$ cat src/rtl/ciclo_lavagem_if.sv
// Bundle between the laundry front-end and the wash-cycle sequencer.
// The front-end (master) drives the start request; the sequencer (slave) reports status.
interface ciclo_lavagem_if #(
  parameter int CW = 8
);
  logic          tick;
  logic          libera;
  logic          maq;
  logic [1:0]    tipo;
  logic          mostra;
  logic [1:0]    ocupada;
  logic [2:0]    fase0;
  logic [2:0]    fase1;
  logic [CW-1:0] restante;
  logic [1:0]    fim;
  logic          erro;

  modport master (
    output tick, libera, maq, tipo, mostra,
    input  ocupada, fase0, fase1, restante, fim, erro
  );

  modport slave (
    input  tick, libera, maq, tipo, mostra,
    output ocupada, fase0, fase1, restante, fim, erro
  );
endinterface

$ cat src/rtl/ciclo_lavagem.sv
// Two independent wash-program sequencers (fill, wash, rinse, spin) started
// by the rising edge of libera; reports busy flags, phases and remaining time.
module ciclo_lavagem #(
  parameter int CW         = 8,
  parameter int T_ENCHER   = 3,
  parameter int T_LAVAR_R  = 5,
  parameter int T_LAVAR_N  = 10,
  parameter int T_LAVAR_P  = 20,
  parameter int T_ENXAGUAR = 4,
  parameter int T_CENTRIF  = 6
) (
  input  logic            clk,
  input  logic            reset,
  ciclo_lavagem_if.slave  bus
);

  typedef enum logic [2:0] {
    LIVRE    = 3'd0,
    ENCHER   = 3'd1,
    LAVAR    = 3'd2,
    ENXAGUAR = 3'd3,
    CENTRIF  = 3'd4,
    FIM      = 3'd5
  } fase_t;

  localparam logic [CW-1:0] D_ENC = CW'(T_ENCHER);
  localparam logic [CW-1:0] D_LVR = CW'(T_LAVAR_R);
  localparam logic [CW-1:0] D_LVN = CW'(T_LAVAR_N);
  localparam logic [CW-1:0] D_LVP = CW'(T_LAVAR_P);
  localparam logic [CW-1:0] D_ENX = CW'(T_ENXAGUAR);
  localparam logic [CW-1:0] D_CEN = CW'(T_CENTRIF);
  localparam logic [CW-1:0] UM    = CW'(1);

  fase_t         state_q [2];
  fase_t         state_d [2];
  logic [CW-1:0] cnt_q   [2];
  logic [CW-1:0] cnt_d   [2];
  logic [CW-1:0] lav_q   [2];
  logic [CW-1:0] lav_d   [2];
  logic [CW-1:0] rest_w  [2];

  logic          libera_q;
  logic          armado_q;
  logic          erro_q;
  logic          erro_d;
  logic          pedido;
  logic          aceita;
  logic [CW-1:0] lav_sel;

  // armado_q blocks a request in the first cycle after reset, so a libera
  // that is already high when reset is released does not start anything.
  assign pedido = bus.libera & ~libera_q & armado_q;
  assign aceita = pedido && (bus.tipo != 2'b11) && (state_q[bus.maq] == LIVRE);
  assign erro_d = pedido & ~aceita;

  always_comb begin
    lav_sel = D_LVR;
    case (bus.tipo)
      2'b01:   lav_sel = D_LVN;
      2'b10:   lav_sel = D_LVP;
      default: lav_sel = D_LVR;
    endcase
  end

  always_ff @(posedge clk or negedge reset) begin
    if (!reset) begin
      libera_q <= 1'b0;
      armado_q <= 1'b0;
      erro_q   <= 1'b0;
    end else begin
      libera_q <= bus.libera;
      armado_q <= 1'b1;
      erro_q   <= erro_d;
    end
  end

  genvar gi;
  generate
    for (gi = 0; gi < 2; gi++) begin : g_maq
      always_ff @(posedge clk or negedge reset) begin
        if (!reset) begin
          state_q[gi] <= LIVRE;
          cnt_q[gi]   <= '0;
          lav_q[gi]   <= '0;
        end else begin
          state_q[gi] <= state_d[gi];
          cnt_q[gi]   <= cnt_d[gi];
          lav_q[gi]   <= lav_d[gi];
        end
      end

      always_comb begin
        state_d[gi] = state_q[gi];
        cnt_d[gi]   = cnt_q[gi];
        lav_d[gi]   = lav_q[gi];
        case (state_q[gi])
          LIVRE: begin
            if (aceita && (bus.maq == 1'(gi))) begin
              state_d[gi] = ENCHER;
              cnt_d[gi]   = D_ENC;
              lav_d[gi]   = lav_sel;
            end
          end
          ENCHER, LAVAR, ENXAGUAR, CENTRIF: begin
            if (bus.tick) begin
              if (cnt_q[gi] == UM) begin
                case (state_q[gi])
                  ENCHER:   begin state_d[gi] = LAVAR;    cnt_d[gi] = lav_q[gi]; end
                  LAVAR:    begin state_d[gi] = ENXAGUAR; cnt_d[gi] = D_ENX;     end
                  ENXAGUAR: begin state_d[gi] = CENTRIF;  cnt_d[gi] = D_CEN;     end
                  default:  begin state_d[gi] = FIM;      cnt_d[gi] = '0;        end
                endcase
              end else begin
                cnt_d[gi] = cnt_q[gi] - UM;
              end
            end
          end
          default: begin
            state_d[gi] = LIVRE;
            cnt_d[gi]   = '0;
          end
        endcase
      end

      // Remaining time: current counter plus every phase still ahead.
      always_comb begin
        rest_w[gi] = '0;
        case (state_q[gi])
          ENCHER:   rest_w[gi] = cnt_q[gi] + lav_q[gi] + D_ENX + D_CEN;
          LAVAR:    rest_w[gi] = cnt_q[gi] + D_ENX + D_CEN;
          ENXAGUAR: rest_w[gi] = cnt_q[gi] + D_CEN;
          CENTRIF:  rest_w[gi] = cnt_q[gi];
          default:  rest_w[gi] = '0;
        endcase
      end
    end
  endgenerate

  assign bus.ocupada  = {state_q[1] != LIVRE, state_q[0] != LIVRE};
  assign bus.fim      = {state_q[1] == FIM, state_q[0] == FIM};
  assign bus.fase0    = state_q[0];
  assign bus.fase1    = state_q[1];
  assign bus.erro     = erro_q;
  assign bus.restante = rest_w[bus.mostra];

endmodule

$ cat src/flat_wrapper.sv
// flat-port wrapper written by rule: the top's interface ports become plain ports
module ciclo_lavagem_flat 
#(
  parameter int CW         = 8,
  parameter int T_ENCHER   = 3,
  parameter int T_LAVAR_R  = 5,
  parameter int T_LAVAR_N  = 10,
  parameter int T_LAVAR_P  = 20,
  parameter int T_ENXAGUAR = 4,
  parameter int T_CENTRIF  = 6
)
  (clk, reset, bus_tick, bus_libera, bus_maq, bus_tipo, bus_mostra, bus_ocupada, bus_fase0, bus_fase1, bus_restante, bus_fim, bus_erro);
  ciclo_lavagem_if #(.CW(CW)) bus_i ();
  input  logic clk;
  input  logic reset;
  input wire logic [$bits(bus_i.tick)-1:0] bus_tick;
  input wire logic [$bits(bus_i.libera)-1:0] bus_libera;
  input wire logic [$bits(bus_i.maq)-1:0] bus_maq;
  input wire logic [$bits(bus_i.tipo)-1:0] bus_tipo;
  input wire logic [$bits(bus_i.mostra)-1:0] bus_mostra;
  output wire logic [$bits(bus_i.ocupada)-1:0] bus_ocupada;
  output wire logic [$bits(bus_i.fase0)-1:0] bus_fase0;
  output wire logic [$bits(bus_i.fase1)-1:0] bus_fase1;
  output wire logic [$bits(bus_i.restante)-1:0] bus_restante;
  output wire logic [$bits(bus_i.fim)-1:0] bus_fim;
  output wire logic [$bits(bus_i.erro)-1:0] bus_erro;
  assign bus_i.tick = bus_tick;
  assign bus_i.libera = bus_libera;
  assign bus_i.maq = bus_maq;
  assign bus_i.tipo = bus_tipo;
  assign bus_i.mostra = bus_mostra;
  assign bus_ocupada = bus_i.ocupada;
  assign bus_fase0 = bus_i.fase0;
  assign bus_fase1 = bus_i.fase1;
  assign bus_restante = bus_i.restante;
  assign bus_fim = bus_i.fim;
  assign bus_erro = bus_i.erro;
  ciclo_lavagem #(.CW(CW), .T_ENCHER(T_ENCHER), .T_LAVAR_R(T_LAVAR_R), .T_LAVAR_N(T_LAVAR_N), .T_LAVAR_P(T_LAVAR_P), .T_ENXAGUAR(T_ENXAGUAR), .T_CENTRIF(T_CENTRIF)) u_core (.clk(clk), .reset(reset), .bus(bus_i));
endmodule
$ cat config.mk
export PLATFORM = sky130hd
export DESIGN_NAME = ciclo_lavagem_flat
export DESIGN_NICKNAME = d
export VERILOG_FILES = /design/src/rtl/ciclo_lavagem_if.sv /design/src/rtl/ciclo_lavagem.sv /design/src/flat_wrapper.sv
export SDC_FILE = /design/constraint.sdc
export NUM_CORES = 1
export LEC_CHECK = 0
export BUFFER_PORTS_ARGS = -buffer_cell sky130_fd_sc_hd__clkbuf_2
export CORE_MARGIN = 3
export CORE_UTILIZATION = 35
export CTS_CLUSTER_DIAMETER = 80
export DETAILED_ROUTE_END_ITERATION = 8
export GPL_ROUTABILITY_DRIVEN = 0
export PLACE_DENSITY = 0.52
export RECOVER_POWER = 25
export SLEW_MARGIN = 20
export SYNTH_ARGS = -nofsm -noshare
export SYNTH_HDL_FRONTEND = slang
export SYNTH_SLANG_ARGS = --single-unit
$ cat constraint.sdc
create_clock -name clk -period 5.7 [get_ports clk]
set_clock_uncertainty 0.1 [all_clocks]
set_input_delay 0.855 -clock clk [delete_from_list [all_inputs] [get_ports clk]]
set_output_delay 0.855 -clock clk [all_outputs]
set_load 0.02 [all_outputs]
==> flow_summary.json, run 1 <==
{
  "ys_seq_elements": 33,
  "wl_met1_mm": 5.05,
  "pin_count": 27,
  "core-area_um2": 9420,
  "grt_pass1_wl_mm": 16.5,
  "switching_power_mw": 1.18,
  "slowest_delay_ns": 0.42,
  "clk-insertion-delay-late_ns": 0.29,
  "path_delay_family": "adder cells",
  "path_max_fanout": 7,
  "drc_errors": 0,
  "final_core_util_pct": 39.4,
  "cp.depth": 12,
  "syn_area_um2": 3460,
  "p_sw_share_pct": 53.1,
  "yosys.area_share.simple_pct": 20.6,
  "cellLeakagePower_nw": 1.67,
  "first_pass_iters": 5,
  "ant_nets": 0,
  "layout-drive-gt1-share_pct": 13.2,
  "cts_sinks": 33,
  "grtUsageTotal_pct": 18.1,
  "hp-class": "register to register",
  "yosys_most_used_dff": "dfrtp_1",
  "top_layer_used": "met4",
  "comb_power_share_pct": 68.1,
  "layout.nets": 474,
  "worstPathCellList": "inv_1, ha_1, inv_1, ha_1, inv_1, fa_1, nor2b_1, o2111ai_1, a31o_2, a31oi_1, o211ai_1, clkbuf_2",
  "vias": 3237,
  "row_count": 35,
  "cap_violations": 1,
  "vias_per_cell": 5.78,
  "status": "finished, violations left",
  "synthCells": 418,
  "routed_wl_mm": 9.85,
  "max_freq_mhz": 255,
  "crit_path_frequent_cell": "inv_1",
  "dieArea_um2": 11100,
  "crit_type": "register to primary output",
  "holdWs_ns": 0.330,
  "totalPowerFinal_mw": 2.21,
  "finalCriticalPeriod_ns": 3.92,
  "dp_hpwl_mm": 7.57,
  "path_buf_inv": 4,
  "clockBufferDepth": 2,
  "crit-reg2reg-launch": "u_core.bus.fase1[1]",
  "pwr-share-clk_pct": 8.0,
  "cp_slowest_cell": "dfrtp_1",
  "worst_pin_slew_ns": 1.83,
  "grt_max_degree": 34,
  "ys_seq_area_share_pct": 23.9,
  "yosys.area_share.adder_pct": 14.1,
  "synth_compound_area_share_pct": 28.8,
  "peakVddDrop_uv": 280,
  "die_w_um": 105,
  "postCtsSetupBuffers": 0,
  "p_seq_share_pct": 23.9,
  "ys_types": 75,
  "grt_pass1_vias": 3163,
  "finalHoldViolCount": 0,
  "worstPathArrival_ns": 2.97,
  "relSlewSlack_pct": -21.8,
  "area_growth_pct": 7.26,
  "required_ns": 4.74,
  "rsz0062_at_grt": "false",
  "antenna_found_initial": 0,
  "syn-num-nets": 462,
  "numCtsBuffers": 5,
  "setup_viol": 0,
  "crit_end": "bus_restante[7]",
  "synth_warnings": 0,
  "power_density_nw_per_um2": 596,
  "htreeDepth": 2,
  "cts_tree": "done",
  "layoutNonFillerInstCount": 560,
  "p_int_mw": 1.04,
  "crit_path_end_kind": "primary output",
  "period_share_pct": 68.8,
  "cts-resized-gates": 0,
  "cts_root_buffer": "clkbuf_8",
  "r2r_end": "u_core.cnt_q[6]",
  "clk_pin_slew_ns": 0.07,
  "violations": "max-capacitance violations, max-slew violations",
  "reg2reg_slack_ns": 3.32,
  "wl_met3_um": 420,
  "async_flop_share_pct": 100,
  "met2_length_mm": 4.26,
  "synthMuxAreaShare_pct": 2.82,
  "hold_buffers": 0,
  "critPathLaunchType": "register",
  "diodes": 0,
  "first_iter_violations": 166,
  "final.setup.tns_ns": 0,
  "wire_per_inst_um": 17.6,
  "r2r_cells": 5,
  "die_h_um": 105,
  "start_util_pct": 36.8,
  "overflow": 0,
  "synth.avg_cell_area_um2": 8.28,
  "synth_top_family_by_area": "compound AO/OA/AOI/OAI gates",
  "worstSetupStartpoint": "u_core.cnt_q[9]",
  "io_buffers": 26,
  "slew_viol_final": 34,
  "synthXorXnorAreaFrac_pct": 2.78,
  "synth_edf_count": 0,
  "dp_cells": 552
}
[layout make-up]
type / count / area, um^2
fillers: 997 / 5700
multi-input cells: 333 / 2390
flip-flops and latches: 33 / 826
well taps: 129 / 161
repair buffers: 28 / 143
inverters: 29 / 109
clock buffers: 6 / 72.6
clock inverters: 2 / 10.0
[cells by family (layout without fill, tap and decap cells)]
family / Yosys count / in the layout
AOI/OAI and AO/OA: 146 / 146
and+or+nand+nor: 128 / 128
buffers and inverters: 52 / 65
adders and majority gates: 38 / 38
DFF: 33 / 33
xor gates and xnor gates: 11 / 11
muxes: 9 / 9
other: 1 / 1
[metrics by stage]
stage               setup slack, ns  instance area (um^2)
finish                         1.78                  3710
global route                   1.60                  3710
CTS                            1.78                  3720
detailed placement             2.10                  3630
global placement               2.18                  3630
floorplan                      2.35                  3460
[how the worst min path moves through the flow]
stage,to,slack [ns],startpoint,depth (start not counted)
6_report,u_core.bus.erro,0.33,u_core.libera_q,1
5_1_grt,u_core.bus.erro,0.34,u_core.libera_q,1
2_1_floorplan,u_core.bus.erro,0.30,u_core.libera_q,1
3_5_place_dp,u_core.bus.erro,0.33,u_core.libera_q,1
3_3_place_gp,u_core.bus.erro,0.32,u_core.libera_q,1
4_1_cts,u_core.bus.erro,0.34,u_core.libera_q,1
[synthesized netlist by cell type (3+ instances only)]
master / number / share of area [%]
a21o_1: 3 / 0.65
a21boi_0: 3 / 0.65
buf_4: 4 / 0.87
a22oi_1: 7 / 1.5
nand3b_1: 4 / 0.87
xor2_1: 5 / 1.3
o21bai_1: 3 / 0.65
nor3b_1: 3 / 0.65
nor2b_1: 11 / 2.0
nand2_1: 33 / 3.6
o21a_1: 4 / 0.87
a211oi_1: 5 / 1.1
a32oi_1: 3 / 0.76
mux2i_1: 3 / 0.87
o21ai_1: 4 / 0.58
a221oi_1: 3 / 0.76
nor3_1: 10 / 1.4
clkbuf_1: 9 / 0.98
o21ai_0: 27 / 3.9
nand2b_1: 5 / 0.90
nor2_1: 20 / 2.2
o211ai_1: 4 / 0.87
mux2_2: 6 / 2.0
xnor2_1: 6 / 1.5
or3_1: 3 / 0.54
ha_1: 34 / 12
inv_1: 29 / 3.1
and3_1: 4 / 0.72
nand3_1: 11 / 1.6
a21oi_1: 32 / 4.6
a32o_1: 3 / 0.87
or2_2: 4 / 0.72
a31oi_1: 4 / 0.72
o22ai_1: 7 / 1.3
a22o_1: 6 / 1.5
dfrtp_1: 33 / 24
buf_2: 7 / 1.0
nor4_1: 4 / 0.72
[cell usage in the layout, fill, tap and decap left out, types with 7 or more instances in the layout]
cell / n
a21oi_1: 32
clkbuf_2: 24
o22ai_1: 7
nand2_1: 33
nand3_1: 11
nor2_1: 20
nor2b_1: 11
inv_1: 29
ha_1: 34
dfrtp_1: 33
nor3_1: 10
a22oi_1: 7
o21ai_0: 27
[power by group through the flow]
stage / logic [mW] / clock network (mW) / registers, mW
6_report: 1.51 / 0.176 / 0.530
3_3_place_gp: 1.49 / 0 / 0.528
5_1_grt: 1.69 / 0.191 / 0.550
4_1_cts: 1.51 / 0.184 / 0.524
3_5_place_dp: 1.49 / 0 / 0.529
2_1_floorplan: 1.23 / 0 / 0.414
[layer usage]
metal	vias to the layer above	global-route usage, %
met5	-	0
met2	79	27.6
met3	9	2.02
met1	1576	27.0
met4	0	4.59
li1	1573	-
[sequential cells by signal (all words and copies together), names as in the netlist]
signal	flops
u_core.cnt_q	16
u_core.bus.fase1	3
u_core.lav_q	8
u_core.libera_q	1
u_core.bus.erro	1
u_core.bus.fase0	3
u_core.armado_q	1
[worst register-to-register path, cell delays in order, from the launching register on]
cell	delay, ns
dfrtp_1	0.65
nor2_1	0.48
nand3_1	0.18
a22oi_1	0.40
o21ai_0	0.21
a22o_1	0.26
Note: power is estimated with default switching activity, not from simulation.
==> run 2, diff against run 1 <==
PLACE_DENSITY = 0.54   (was 0.52)
clock period = 3.3 ns   (was 5.7 ns; I/O delays follow)
==> flow_summary.json, run 2 (synthesis gave the netlist of run 1 again) <==
{
  "hp-class": "primary input to register",
  "final_cell_mix": "33 x nand2_1, 33 x dfrtp_1, 32 x a21oi_1",
  "seqCellArea_um2": 826,
  "required_ns": 2.70,
  "clockBufferDepth": 2,
  "slew_viol_final": 34,
  "row_count": 35,
  "multi_input_area_um2": 2470,
  "wire_per_inst_um": 17.4,
  "regMostFlops": "u_core.cnt_q",
  "grtUsageTotal_pct": 18.4,
  "first_iter_violations": 234,
  "status": "finished, violations left",
  "die_h_um": 105,
  "max_freq_mhz": 307,
  "crit_path_frequent_cell": "ha_1",
  "grt_pass1_wl_mm": 16.5,
  "hold_buffers": 0,
  "setup_viol": 0,
  "cap_violations": 1,
  "routed_wl_mm": 10.1,
  "diodes": 0,
  "pin_count": 27,
  "cts_sinks": 33,
  "worstPathArrival_ns": 2.66,
  "nFillCells": 954,
  "dp_hpwl_mm": 7.57,
  "numCtsBuffers": 5,
  "dieArea_um2": 11100,
  "area_growth_pct": 15.1,
  "relSlewSlack_pct": -28.6,
  "holdWs_ns": 0.241,
  "path_max_fanout": 3,
  "period_share_pct": 98.7,
  "vias_per_cell": 5.68,
  "cts_tree": "done",
  "core-area_um2": 9420,
  "first_pass_iters": 4,
  "io_buffers": 26,
  "slowest_delay_ns": 0.38,
  "critPathLaunchType": "register",
  "worst_pin_slew_ns": 1.93,
  "grt_pass1_vias": 3136,
  "largest_reg_flops": 16,
  "layout-drive-gt1-share_pct": 21.3,
  "die_w_um": 105,
  "cts_root_buffer": "clkbuf_8",
  "totalPowerFinal_mw": 4.23,
  "clk-insertion-delay-late_ns": 0.30,
  "antenna_found_initial": 0,
  "htreeDepth": 2,
  "violations": "max-capacitance violations, max-slew violations",
  "finalHoldViolCount": 0,
  "drc_errors": 0,
  "worstPathCellList": "inv_2, ha_1, inv_1, ha_1, nor2b_2, o2111a_1, or3_1, a32oi_1, o211ai_1, buf_4",
  "crit_type": "register to primary output",
  "clk_pin_slew_ns": 0.08,
  "power_density_nw_per_um2": 1060,
  "cp_slowest_cell": "dfrtp_1",
  "peakVddDrop_uv": 441,
  "vias": 3292,
  "crit_path_end_kind": "primary output",
  "layout.nets": 494,
  "overflow": 0,
  "cellLeakagePower_nw": 1.78,
  "ant_nets": 0,
  "grt_max_degree": 34,
  "final_core_util_pct": 42.3,
  "finalCriticalPeriod_ns": 3.26,
  "top_regs": "u_core.cnt_q x16, u_core.lav_q x8",
  "start_util_pct": 36.8,
  "rsz0062_at_grt": "true"
}
## run 2: changes by cell type in the layout (fill, tap and decap cells not counted), sizes merged
cell,delta
buf,+21
clkinv,-2
bufinv,+1
## run 2: area by class of cell
cell class / count / area share (%)
clock buffers: 7 / 2.17
clock inverters: 1 / 0.754
inverters: 29 / 2.80
multi-input cells: 333 / 62.1
flip-flops and latches: 33 / 20.7
well taps: 129 / 4.05
repair buffers: 48 / 7.41
## run 2: path summary, 6_finish.rpt
check | startpoint | endpoint | slack (ns) | depth (start not counted)
setup / recovery | u_core.lav_q[3] | bus_restante[7] | 0.04 | 10
hold / removal | bus_libera | u_core.libera_q | 0.24 | 1
setup reg to reg | u_core.bus.fase0[0] | u_core.cnt_q[15] | 0.98 | 7
hold reg to reg | u_core.libera_q | u_core.bus.erro | 0.36 | 1
max in group asynchronous | reset | u_core.cnt_q[7] | 1.36 | 1
min in group asynchronous | reset | u_core.bus.fase0[0] | 0.62 | 1
## run 2: layer usage
metal	track usage (%)	vias up	routed length, um
li1	-	1618	-
met1	26.8	1600	5070
met2	28.6	65	4560
met3	2.33	9	349
met4	4.59	0	117
met5	0	-	0
## run 2: repair_timing
item	CTS	global route
buffers inserted	4	3
gates cloned	0	0
resized for setup	5	21
endpoints found under the setup margin	2	6
pin swaps	0	8
## run 2: report_power, final
part           total [mW]  internal, mW  switching [mW]
logic                3.03          1.31            1.72
registers           0.780         0.545           0.235
clock network       0.415         0.246           0.168
total                4.23          2.10            2.12
## run 2: critical path, delay by kind of cell (launching register included)
| family | cells | cell delay [ns] |
|---|---|---|
| buffers and inverters | 3 | 0.29 |
| and+or+nand+nor | 2 | 0.52 |
| adders and majority gates | 2 | 0.60 |
| DFF | 1 | 0.38 |
| AOI/OAI and AO/OA | 3 | 0.58 |
## run 2: through the flow
| stage | setup slack [ns] | TNS (ns) | area (um^2) | std cells |
|---|---|---|---|---|
| 2_1_floorplan | 0.314 | 0 | 3460 | 418 |
| 3_3_place_gp | 0.272 | 0 | 3730 | 565 |
| 3_5_place_dp | 0.199 | 0 | 3730 | 565 |
| 4_1_cts | 0.0195 | 0 | 3890 | 577 |
| 5_1_grt | -0.0659 | -0.0972 | 3980 | 580 |
| 6_report | 0.0441 | 0 | 3980 | 580 |
